==> config.mk <==
export PLATFORM = sky130hd
export DESIGN_NAME = stepper_move_ctrl_flat
export DESIGN_NICKNAME = d
export VERILOG_FILES = /design/src/rtl/stepper_move_ctrl_pkg.sv /design/src/rtl/stepper_move_ctrl_if.sv /design/src/rtl/stepper_move_ctrl_step_rate_timer.sv /design/src/rtl/stepper_move_ctrl.sv /design/src/flat_wrapper.sv
export SDC_FILE = /design/constraint.sdc
export NUM_CORES = 1
export LEC_CHECK = 0
export ABC_AREA = 1
export BUFFER_PORTS_ARGS = -buffer_cell sky130_fd_sc_hd__buf_4
export CORE_AREA = 2 2 113 115
export CTS_CLUSTER_DIAMETER = 80
export DETAILED_ROUTE_END_ITERATION = 16
export DIE_AREA = 0 0 115 117
export PLACE_DENSITY = 0.76
export SLEW_MARGIN = 40
export SYNTH_ARGS = -nofsm -noshare
export SYNTH_HDL_FRONTEND = slang
export SYNTH_SLANG_ARGS = --single-unit
export TNS_END_PERCENT = 1
==> constraint.sdc <==
create_clock -name clk -period 2.7 [get_ports clk]
set_input_delay 0.54 -clock clk [delete_from_list [all_inputs] [get_ports clk]]
set_output_delay 0.54 -clock clk [all_outputs]
set_load 0.005 [all_outputs]
==> src/rtl/stepper_move_ctrl_pkg.sv <==
// Shared definitions for the stepper move controller.
//   - state_e     : sequencer states
//   - DIR_UP/DN   : cmd_dir / motor_dir encodings
//   - FLT_*       : bit positions inside the fault status
//   - MIN_PERIOD  : smallest step period the controller will run
//   - max3        : helper used to size the shared delay timer
package stepper_pkg;

  typedef enum logic [2:0] {
    ST_IDLE,
    ST_SETTLE,
    ST_RUN,
    ST_HOLD,
    ST_DONE
  } state_e;

  localparam logic DIR_UP = 1'b0;
  localparam logic DIR_DN = 1'b1;

  localparam int unsigned FLT_ABORT = 0;
  localparam int unsigned FLT_LIMIT = 1;

  localparam int unsigned MIN_PERIOD = 2;

  function automatic int unsigned max3(input int unsigned a,
                                       input int unsigned b,
                                       input int unsigned c);
    int unsigned m;
    m = a;
    if (b > m) m = b;
    if (c > m) m = c;
    return m;
  endfunction

endpackage

==> src/rtl/stepper_move_ctrl_if.sv <==
// Move-command handshake between control logic (master) and the
// stepper move controller (slave).
//   cmd_valid  : command present
//   cmd_ready  : controller can accept a command
//   cmd_dir    : 0 = count up, 1 = count down
//   cmd_steps  : number of steps (unsigned)
//   cmd_period : clk cycles per step
interface stepper_move_ctrl_if #(
  parameter int unsigned CNT_W = 16,
  parameter int unsigned PER_W = 20
) ();

  logic             cmd_valid;
  logic             cmd_ready;
  logic             cmd_dir;
  logic [CNT_W-1:0] cmd_steps;
  logic [PER_W-1:0] cmd_period;

  modport master (
    output cmd_valid, cmd_dir, cmd_steps, cmd_period,
    input  cmd_ready
  );

  modport slave (
    input  cmd_valid, cmd_dir, cmd_steps, cmd_period,
    output cmd_ready
  );

endinterface

==> src/rtl/stepper_move_ctrl_step_rate_timer.sv <==
// Loadable period counter. load_i captures len_i and restarts the count
// at 0; while en_i is high the count advances and tick_o is high for the
// cycle in which the count equals len-1, after which it returns to 0.
//   clk, rst : clock, synchronous active-low reset
//   load_i   : capture len_i, restart count
//   len_i    : period length in cycles (>= 1)
//   clr_i    : restart count without changing the length
//   en_i     : count enable
//   tick_o   : one-cycle tick at count len-1
module step_rate_timer #(
  parameter int unsigned W = 20
) (
  input  logic         clk,
  input  logic         rst,
  input  logic         load_i,
  input  logic [W-1:0] len_i,
  input  logic         clr_i,
  input  logic         en_i,
  output logic         tick_o
);

  logic [W-1:0] len_q, len_d;
  logic [W-1:0] cnt_q, cnt_d;

  always_comb begin
    tick_o = en_i && (cnt_q == (len_q - W'(1)));
  end

  always_comb begin
    len_d = len_q;
    cnt_d = cnt_q;
    if (load_i) begin
      len_d = len_i;
      cnt_d = '0;
    end else if (clr_i || tick_o) begin
      cnt_d = '0;
    end else if (en_i) begin
      cnt_d = cnt_q + W'(1);
    end
  end

  always_ff @(posedge clk) begin
    if (!rst) begin
      len_q <= '0;
      cnt_q <= '0;
    end else begin
      len_q <= len_d;
      cnt_q <= cnt_d;
    end
  end

endmodule

==> src/rtl/stepper_move_ctrl.sv <==
// Stepper motion sequencer. Accepts move commands over a valid/ready
// handshake, then runs IDLE -> SETTLE -> RUN -> HOLD -> DONE, producing
// step pulses at the commanded rate and tracking signed absolute position.
//   clk, rst   : clock, synchronous active-low reset
//   cmd        : command handshake (slave side)
//   abort      : stop motion (SETTLE/RUN only)
//   lim_up/dn  : end-of-travel switches for dir 0 / dir 1
//   motor_en   : phase driver enable
//   motor_dir  : latched direction
//   step_pulse : one-cycle advance pulse
//   position   : signed absolute position (wraps)
//   busy       : not idle
//   done       : one-cycle end-of-command pulse
//   fault      : [0] aborted, [1] limit hit; cleared on accept
module stepper_move_ctrl
  import stepper_pkg::*;
#(
  parameter int unsigned POS_W      = 16,
  parameter int unsigned CNT_W      = 16,
  parameter int unsigned PER_W      = 20,
  parameter int unsigned SETTLE_CYC = 1000,
  parameter int unsigned HOLD_CYC   = 5000
) (
  input  logic               clk,
  input  logic               rst,
  stepper_move_ctrl_if.slave cmd,
  input  logic               abort,
  input  logic               lim_up,
  input  logic               lim_dn,
  output logic               motor_en,
  output logic               motor_dir,
  output logic               step_pulse,
  output logic [POS_W-1:0]   position,
  output logic               busy,
  output logic               done,
  output logic [1:0]         fault
);

  // One timer serves the settle delay, the step period and the dwell.
  localparam int unsigned TMR_W =
    max3(PER_W, $clog2(SETTLE_CYC + 1), $clog2(HOLD_CYC + 1));

  state_e           state_q, state_d;
  logic             dir_q, dir_d;
  logic [CNT_W-1:0] rem_q, rem_d;
  logic [PER_W-1:0] per_q, per_d;
  logic [POS_W-1:0] pos_q, pos_d;
  logic [1:0]       flt_q, flt_d;
  logic             step_q, step_d;
  logic             ready_q, ready_d;
  logic             en_q, en_d;
  logic             busy_q, busy_d;
  logic             done_q, done_d;

  logic             hs;
  logic             lim_cmd;
  logic             lim_mv;
  logic             tmr_load;
  logic [TMR_W-1:0] tmr_len;
  logic             tmr_en;
  logic             tmr_clr;
  logic             tmr_tick;

  step_rate_timer #(.W(TMR_W)) u_timer (
    .clk    (clk),
    .rst    (rst),
    .load_i (tmr_load),
    .len_i  (tmr_len),
    .clr_i  (tmr_clr),
    .en_i   (tmr_en),
    .tick_o (tmr_tick)
  );

  // State register (plus latched command and registered outputs)
  always_ff @(posedge clk) begin
    if (!rst) begin
      state_q <= ST_IDLE;
      dir_q   <= DIR_UP;
      rem_q   <= '0;
      per_q   <= '0;
      pos_q   <= '0;
      flt_q   <= '0;
      step_q  <= 1'b0;
      ready_q <= 1'b1;
      en_q    <= 1'b0;
      busy_q  <= 1'b0;
      done_q  <= 1'b0;
    end else begin
      state_q <= state_d;
      dir_q   <= dir_d;
      rem_q   <= rem_d;
      per_q   <= per_d;
      pos_q   <= pos_d;
      flt_q   <= flt_d;
      step_q  <= step_d;
      ready_q <= ready_d;
      en_q    <= en_d;
      busy_q  <= busy_d;
      done_q  <= done_d;
    end
  end

  // Next-state and datapath
  always_comb begin
    state_d  = state_q;
    dir_d    = dir_q;
    rem_d    = rem_q;
    per_d    = per_q;
    pos_d    = pos_q;
    flt_d    = flt_q;
    step_d   = 1'b0;
    tmr_load = 1'b0;
    tmr_len  = '0;

    hs      = cmd.cmd_valid && ready_q;
    lim_cmd = (cmd.cmd_dir == DIR_DN) ? lim_dn : lim_up;
    lim_mv  = (dir_q == DIR_DN) ? lim_dn : lim_up;
    tmr_en  = (state_q == ST_SETTLE) || (state_q == ST_RUN) ||
              (state_q == ST_HOLD);
    tmr_clr = !tmr_en;

    unique case (state_q)
      ST_IDLE: begin
        if (hs) begin
          dir_d = cmd.cmd_dir;
          rem_d = cmd.cmd_steps;
          per_d = (cmd.cmd_period < PER_W'(MIN_PERIOD)) ?
                  PER_W'(MIN_PERIOD) : cmd.cmd_period;
          flt_d = '0;
          if (cmd.cmd_steps == '0) begin
            state_d = ST_DONE;
          end else if (lim_cmd) begin
            flt_d[FLT_LIMIT] = 1'b1;
            state_d          = ST_DONE;
          end else begin
            state_d  = ST_SETTLE;
            tmr_load = 1'b1;
            tmr_len  = TMR_W'(SETTLE_CYC);
          end
        end
      end
      ST_SETTLE: begin
        if (abort) begin
          flt_d[FLT_ABORT] = 1'b1;
          state_d          = ST_HOLD;
          tmr_load         = 1'b1;
          tmr_len          = TMR_W'(HOLD_CYC);
        end else if (tmr_tick) begin
          state_d  = ST_RUN;
          tmr_load = 1'b1;
          tmr_len  = TMR_W'(per_q);
        end
      end
      ST_RUN: begin
        // The final pulse is registered, so the move is seen as complete
        // one cycle after the last tick; a stop request that cycle is moot.
        if (rem_q == '0) begin
          state_d  = ST_HOLD;
          tmr_load = 1'b1;
          tmr_len  = TMR_W'(HOLD_CYC);
        end else if (abort || lim_mv) begin
          // A stop request wins over a coincident step point.
          if (abort)  flt_d[FLT_ABORT] = 1'b1;
          if (lim_mv) flt_d[FLT_LIMIT] = 1'b1;
          state_d  = ST_HOLD;
          tmr_load = 1'b1;
          tmr_len  = TMR_W'(HOLD_CYC);
        end else if (tmr_tick) begin
          step_d = 1'b1;
          rem_d  = rem_q - CNT_W'(1);
          pos_d  = (dir_q == DIR_DN) ? pos_q - POS_W'(1) : pos_q + POS_W'(1);
        end
      end
      ST_HOLD: begin
        if (tmr_tick) state_d = ST_DONE;
      end
      ST_DONE: begin
        state_d = ST_IDLE;
      end
      default: begin
        state_d = ST_IDLE;
      end
    endcase
  end

  // Outputs, registered from the next state
  always_comb begin
    ready_d = (state_d == ST_IDLE);
    busy_d  = (state_d != ST_IDLE);
    done_d  = (state_d == ST_DONE);
    en_d    = (state_d == ST_SETTLE) || (state_d == ST_RUN) ||
              (state_d == ST_HOLD);
  end

  assign cmd.cmd_ready = ready_q;
  assign motor_en      = en_q;
  assign motor_dir     = dir_q;
  assign step_pulse    = step_q;
  assign position      = pos_q;
  assign busy          = busy_q;
  assign done          = done_q;
  assign fault         = flt_q;

endmodule
==> src/flat_wrapper.sv <==
// flat-port wrapper written by rule: the top's interface ports become plain ports
module stepper_move_ctrl_flat import stepper_pkg::*;
#(
  parameter int unsigned POS_W      = 16,
  parameter int unsigned CNT_W      = 16,
  parameter int unsigned PER_W      = 20,
  parameter int unsigned SETTLE_CYC = 1000,
  parameter int unsigned HOLD_CYC   = 5000
)
  (clk, rst, abort, lim_up, lim_dn, motor_en, motor_dir, step_pulse, position, busy, done, fault, cmd_cmd_valid, cmd_cmd_dir, cmd_cmd_steps, cmd_cmd_period, cmd_cmd_ready);
  stepper_move_ctrl_if #(.CNT_W(CNT_W), .PER_W(PER_W)) cmd_i ();
  input  logic clk;
  input  logic rst;
  input  logic abort;
  input  logic lim_up;
  input  logic lim_dn;
  output logic motor_en;
  output logic motor_dir;
  output logic step_pulse;
  output logic [POS_W-1:0] position;
  output logic busy;
  output logic done;
  output logic [1:0] fault;
  input wire logic [$bits(cmd_i.cmd_valid)-1:0] cmd_cmd_valid;
  input wire logic [$bits(cmd_i.cmd_dir)-1:0] cmd_cmd_dir;
  input wire logic [$bits(cmd_i.cmd_steps)-1:0] cmd_cmd_steps;
  input wire logic [$bits(cmd_i.cmd_period)-1:0] cmd_cmd_period;
  output wire logic [$bits(cmd_i.cmd_ready)-1:0] cmd_cmd_ready;
  assign cmd_i.cmd_valid = cmd_cmd_valid;
  assign cmd_i.cmd_dir = cmd_cmd_dir;
  assign cmd_i.cmd_steps = cmd_cmd_steps;
  assign cmd_i.cmd_period = cmd_cmd_period;
  assign cmd_cmd_ready = cmd_i.cmd_ready;
  stepper_move_ctrl #(.POS_W(POS_W), .CNT_W(CNT_W), .PER_W(PER_W), .SETTLE_CYC(SETTLE_CYC), .HOLD_CYC(HOLD_CYC)) u_core (.clk(clk), .rst(rst), .cmd(cmd_i), .abort(abort), .lim_up(lim_up), .lim_dn(lim_dn), .motor_en(motor_en), .motor_dir(motor_dir), .step_pulse(step_pulse), .position(position), .busy(busy), .done(done), .fault(fault));
endmodule
After elaboration in Yosys (flattened, before gate mapping). Index checks and enable logic that the tools add are counted.

Word-level logic and storage cells: 104. Input port bits: 43. Bits in registers: 103. Output and inout port bits: 24.

Equality and inequality tests: 14. Bitwise operators: 4. Add/subtract/negate cells: 5. Reductions and logical operators: 23. Magnitude comparators: 1. Multiplexer cells: 43.

Operator list (number): two-way mux 20 bit (6); two-way mux 16 bit (5); one-hot mux 20 bit (3 select lines) (1); zero test 16 bit (2); one-hot mux 16 bit (2 select lines) (1); subtractor 16 x 1 -> 16 bit, second input constant (2); two-way mux 3 bit (8); adder 20 x 1 -> 20 bit, second input constant (1); == test 20 bit (1); less-than comparator 20 x 2 -> 1 bit, second input constant (1); subtractor 20 x 1 -> 20 bit, second input constant (1); adder 16 x 1 -> 16 bit, second input constant (1); two-way mux 1 bit (13); two-way mux 13 bit (1); == test 3 x 2 -> 1 bit, second input constant (4); one-hot mux 3 bit (4 select lines) (1); two-way mux 10 bit (1); AND reduction 5 bit (2); inequality test 2 bit, second input constant (4); AND reduction 4 bit (2); == test 3 x 1 -> 1 bit, second input constant (2); zero test 3 bit (2); logical OR 1 bit (6); two-way mux 2 bit (3); other kinds (12) (19).

Longest topological paths before layout.
Depth after elaboration: 10. Depth in mapped cells: 20. Mapped depth without buffers: 19.

By module. From an unflattened synthesis, not the netlist that was laid out.

Cells, all modules: 1020. Area, all modules: 6575.1 um^2.

Modules (own cells, without submodules): stepper_move_ctrl (cells each 639, area each 4051.4 um^2, seq. area each 1261.2 um^2, times used 1); step_rate_timer (cells each 381, area each 2523.7 um^2, seq. area each 800.8 um^2, times used 1).

Worst setup path after synthesis. No wires, ideal clock.

Path type: register -> register. Start point: register u_core.dir_q, in the netlist u_core.motor_dir. End point: register u_core.pos_q[12], in the netlist u_core.position[12]. Stages on the path, launching flop included: 11. Required time: 2.585 ns. Clock period less this slack: 2.598 ns. Arrival: 2.483 ns. Slack: 0.102 ns. Path through: dfxtp_1 > inv_1 > fa_1 > nand3b_1 > nand2_1 > a21boi_0 > o21ai_0 > a31oi_1 > o21ai_0 > xor2_1 > o21a_1.

Longest elaborated chain between the ends: 4.

Ends and longest elaborated chain: start: declaration (RTL line stepper_move_ctrl.sv:44) `logic dir_q, dir_d;`; start signal: assignment (RTL line stepper_move_ctrl.sv:90) `dir_q <= dir_d;`; two-way mux 1 bit (RTL line stepper_move_ctrl.sv:117) `lim_mv = (dir_q == DIR_DN) ? lim_dn : lim_up;`; logical OR 1 bit (RTL line stepper_move_ctrl.sv:161) `end else if (abort || lim_mv) begin`; inverter 1 bit (no source line); AND reduction 4 bit (no source line); end signal: assignment (RTL line stepper_move_ctrl.sv:93) `pos_q <= pos_d;`; end: declaration (RTL line stepper_move_ctrl.sv:47) `logic [POS_W-1:0] pos_q, pos_d;`.

Parallel ways exist; a longest one is shown, timed or not. A chain may end at the register's enable or synchronous reset.

Final worst setup path. Same ends and word-level chain as after synthesis.

==> run metrics <==
CP bufs+invs=1; Via density=~5.3; # IOs=between 60 and 70; power density cells=859 nW/um^2; GPL Wtd Cong=~0.94; Final Hold Violating Endpoints=0; setup TNS=0 ns; drc violations=0; Starting Density=52.4%; Net Count, Synth=1,052; Clk Latency, worst-skew pair=0.36 ns; fmax=0.407 GHz; die width=115 um; Clock Tree Root=clkbuf_16; minimum clock period=2.46 ns; maximum clock path buffer count=2; Final setup viols=0; Mapped Cells=991; worst-margin pin slew=0.573 ns; Worst Hold Depth=3; Post-synth EDFFs=0; LEAKAGE=3.60 nW; Crit path max-delay family=compound AO/OA/AOI/OAI gates; synthesized area=6450 um^2; vias=6,533; Setup Skew=0.0108 ns; Filler cells=1,176; post-synthesis sequential area ratio=32.0%; top cell type's share of synthesized area=32.0%; area of the core=12,300 um^2; HPWL after DPL=12,800 um; layout cells sized above 1=14.8%; post-synth cell types=44; slowest cell on the critical path=dfxtp_1; initial antenna violation count=0; Port Buf Inserts=66; vias in the first global route=around 6,000; CTS tree=done; number of cells on the worst reg-to-reg path=10; NumNets Final=1,128; post-CTS setup buffer count=0; CTS buffer count=9; PnR Total Power=0.00654 W; Antenna diodes=0; Rows=41; Total Routed Length=16,800 um; Ys Warns=0; critical path class=reg2reg; Max Cap Viol=0; crit path launch type=flop; hold crit path type=in2reg; Layout area overhead=18.2%; global-route wire length before repair=28,000 um; Setup crit end kind=flop; crit-path max cell delay=0.33 ns; maximum vdd ir drop=704 uV; pin count of the biggest net entering global routing=60; Detailed Routing Iterations Pass 1=6; Primary FF master, synth=dfxtp_1; Reg clk slew, reported paths=0.08 ns; clk sinks=103; Die Y=around 120 um; cell mode on critical path=o21ai_0; CP Max Fanout=18; post-synth top area cell=dfxtp_1; per-cell routed wire length=approximately 14 um; Final ANT Viol Nets=0; Critical Path RT=2.95 ns; Slew headroom=61.8%; Async S/R FF share, synth=0%; top cells by area, synth=dfxtp_1 32%, nand2_1 12%, nor2_1 10%; Syn Area/Cell=6.50 um^2; worst path cell trace=buf_4 -> ha_1 -> a21oi_1 -> nand2_1 -> a21boi_0 -> o21ai_0 -> a31oi_1 -> o21ai_0 -> xor2_1 -> o21a_1; Synth Register Bits=103; status=complete, no violations; Worst Path Arrival=around 2.7 ns; global-route usage over all layers=25.9%; RSZ-0062 raised after global routing=no; fin crit share=91.0%; fin. max-slew vios=0; DRT iter0 DRCs=406; htree depth=3; remaining global-route overflow=0; critical path depth=10; Die Area=13,500 um^2
## cells in the mapped netlist, types with 2 or more instances
| library cell | instances |
|---|---|
| or2_2 | 3 |
| o21a_1 | 2 |
| nand4_1 | 25 |
| xnor2_1 | 11 |
| nor2_1 | 176 |
| nor2_2 | 10 |
| a31oi_1 | 4 |
| inv_2 | 5 |
| nand3b_1 | 15 |
| clkbuf_1 | 17 |
| buf_4 | 2 |
| xor2_1 | 35 |
| nand3_2 | 4 |
| o21bai_1 | 2 |
| inv_1 | 97 |
| nand2_2 | 6 |
| nor3_2 | 4 |
| a211oi_1 | 4 |
| nor3_1 | 15 |
| buf_2 | 5 |
| nor2_4 | 3 |
| ha_1 | 17 |
| nor4_1 | 13 |
| a21oi_1 | 64 |
| nand3_1 | 59 |
| buf_6 | 2 |
| clkinv_1 | 3 |
| dfxtp_1 | 103 |
| nand2_1 | 214 |
| o21ai_0 | 51 |
| o31ai_1 | 2 |
| o21ai_1 | 6 |
## final timing paths
check	endpoint	start	slack [ns]
worst max-delay path	u_core.position[12]$_SDFFE_PN0P_	u_core.motor_dir$_SDFFE_PN0P_	0.24
worst min-delay path	u_core.per_q[13]$_SDFFE_PN0P_	cmd_cmd_period[13]	0.42
worst max register to register	u_core.position[12]$_SDFFE_PN0P_	u_core.motor_dir$_SDFFE_PN0P_	0.24
worst min register to register	u_core.fault[0]$_SDFFE_PN0P_	u_core.fault[0]$_SDFFE_PN0P_	0.48
## power by group
part,internal (W),switching [W]
clock,0.000836,0.000637
sequential,0.00180,0.000207
combinational,0.00110,0.00196
## per-stage QoR
step                      setup WS, ns  std cells  hold slack, ns  cell area, um^2  utilization (%)
after floorplan                  0.102        991           0.441             6450                -
after global placement           0.211       1206           0.465             7220             58.6
after detailed placement         0.118       1206           0.464             7220             58.6
after CTS                       0.0994       1222           0.409             7560             61.4
after global routing           0.00765       1222           0.416             7620             61.9
final                            0.244       1222           0.421             7620             61.9
## tightest hold or removal path: cells and delay by family
kind / cells / cell delay [ns]
AND/OR/NAND/NOR: 2 / 0.11
buffers and inverters: 1 / 0.08
## cell families after synthesis
| group | after synthesis | share of synthesized area (%) |
|---|---|---|
| adder cells (fa/ha/maj) | 18 | 3.61 |
| XOR/XNOR | 46 | 6.25 |
| multiplexers | 1 | 0.155 |
| buffers and inverters | 132 | 8.13 |
| AND/OR/NAND/NOR | 551 | 38.2 |
| AO/OA/AOI/OAI | 140 | 11.7 |
| flip-flops | 103 | 32.0 |
## cell usage in the layout, fill, tap and decap left out, types with 4 or more instances in the layout
cell and instances:
nand2_1 214, nand4_1 25, xor2_1 35, nor3_1 14, dfxtp_1 102, buf_4 90
xnor2_1 11, a31oi_1 4, o21ai_1 7, a211oi_1 4, nand3_2 4, inv_1 96
nor2_2 13, nor2_1 172, inv_2 6, nand2_2 5, nor2_4 4, ha_1 16
nand3b_1 15, nor4_1 13, a21oi_1 62, clkbuf_16 9, o21ai_0 50, nand3_1 57
nor3_2 5
## cell type report
| cell class | instances | area [um^2] | area share, % |
|---|---|---|---|
| Multi-Input combinational cell | 756 | 3920 | 51.4 |
| Sequential cell | 103 | 2060 | 27.1 |
| Timing Repair Buffer | 92 | 716 | 9.39 |
| Inverter | 105 | 394 | 5.17 |
| Clock buffer | 9 | 225 | 2.96 |
| Tap cell | 150 | 188 | 2.46 |
| Clock inverter | 7 | 114 | 1.49 |
## routing by layer
| metal | share of wire [%] | wire [um] | GRT usage, % |
|---|---|---|---|
| met5 | 0 | 0 | 0 |
| met4 | 2.2 | 371 | 7.87 |
| met3 | 5.3 | 884 | 6.02 |
| met2 | 47 | 7840 | 44.2 |
| met1 | 46 | 7730 | 32.8 |
## timing repair
| action | in CTS | in global routing |
|---|---|---|
| gates resized for setup | 0 | 17 |
| hold endpoints to repair | 0 | 0 |
| endpoints found under the setup margin | 0 | 68 |
| hold buffers | 0 | 0 |
## flip-flops by register name, indices dropped and copies added, names as in the netlist
name / count
u_core.per_q: 20
u_core.u_timer.cnt_q: 20
u_core.u_timer.len_q: 20
u_core.position: 16
u_core.rem_q: 16
u_core.state_q: 3
u_core.fault: 2
u_core.busy: 1
u_core.cmd.cmd_ready: 1
u_core.done: 1
u_core.motor_dir: 1
u_core.motor_en: 1
u_core.step_pulse: 1
No activity file was read; power rests on OpenSTA's default activity.
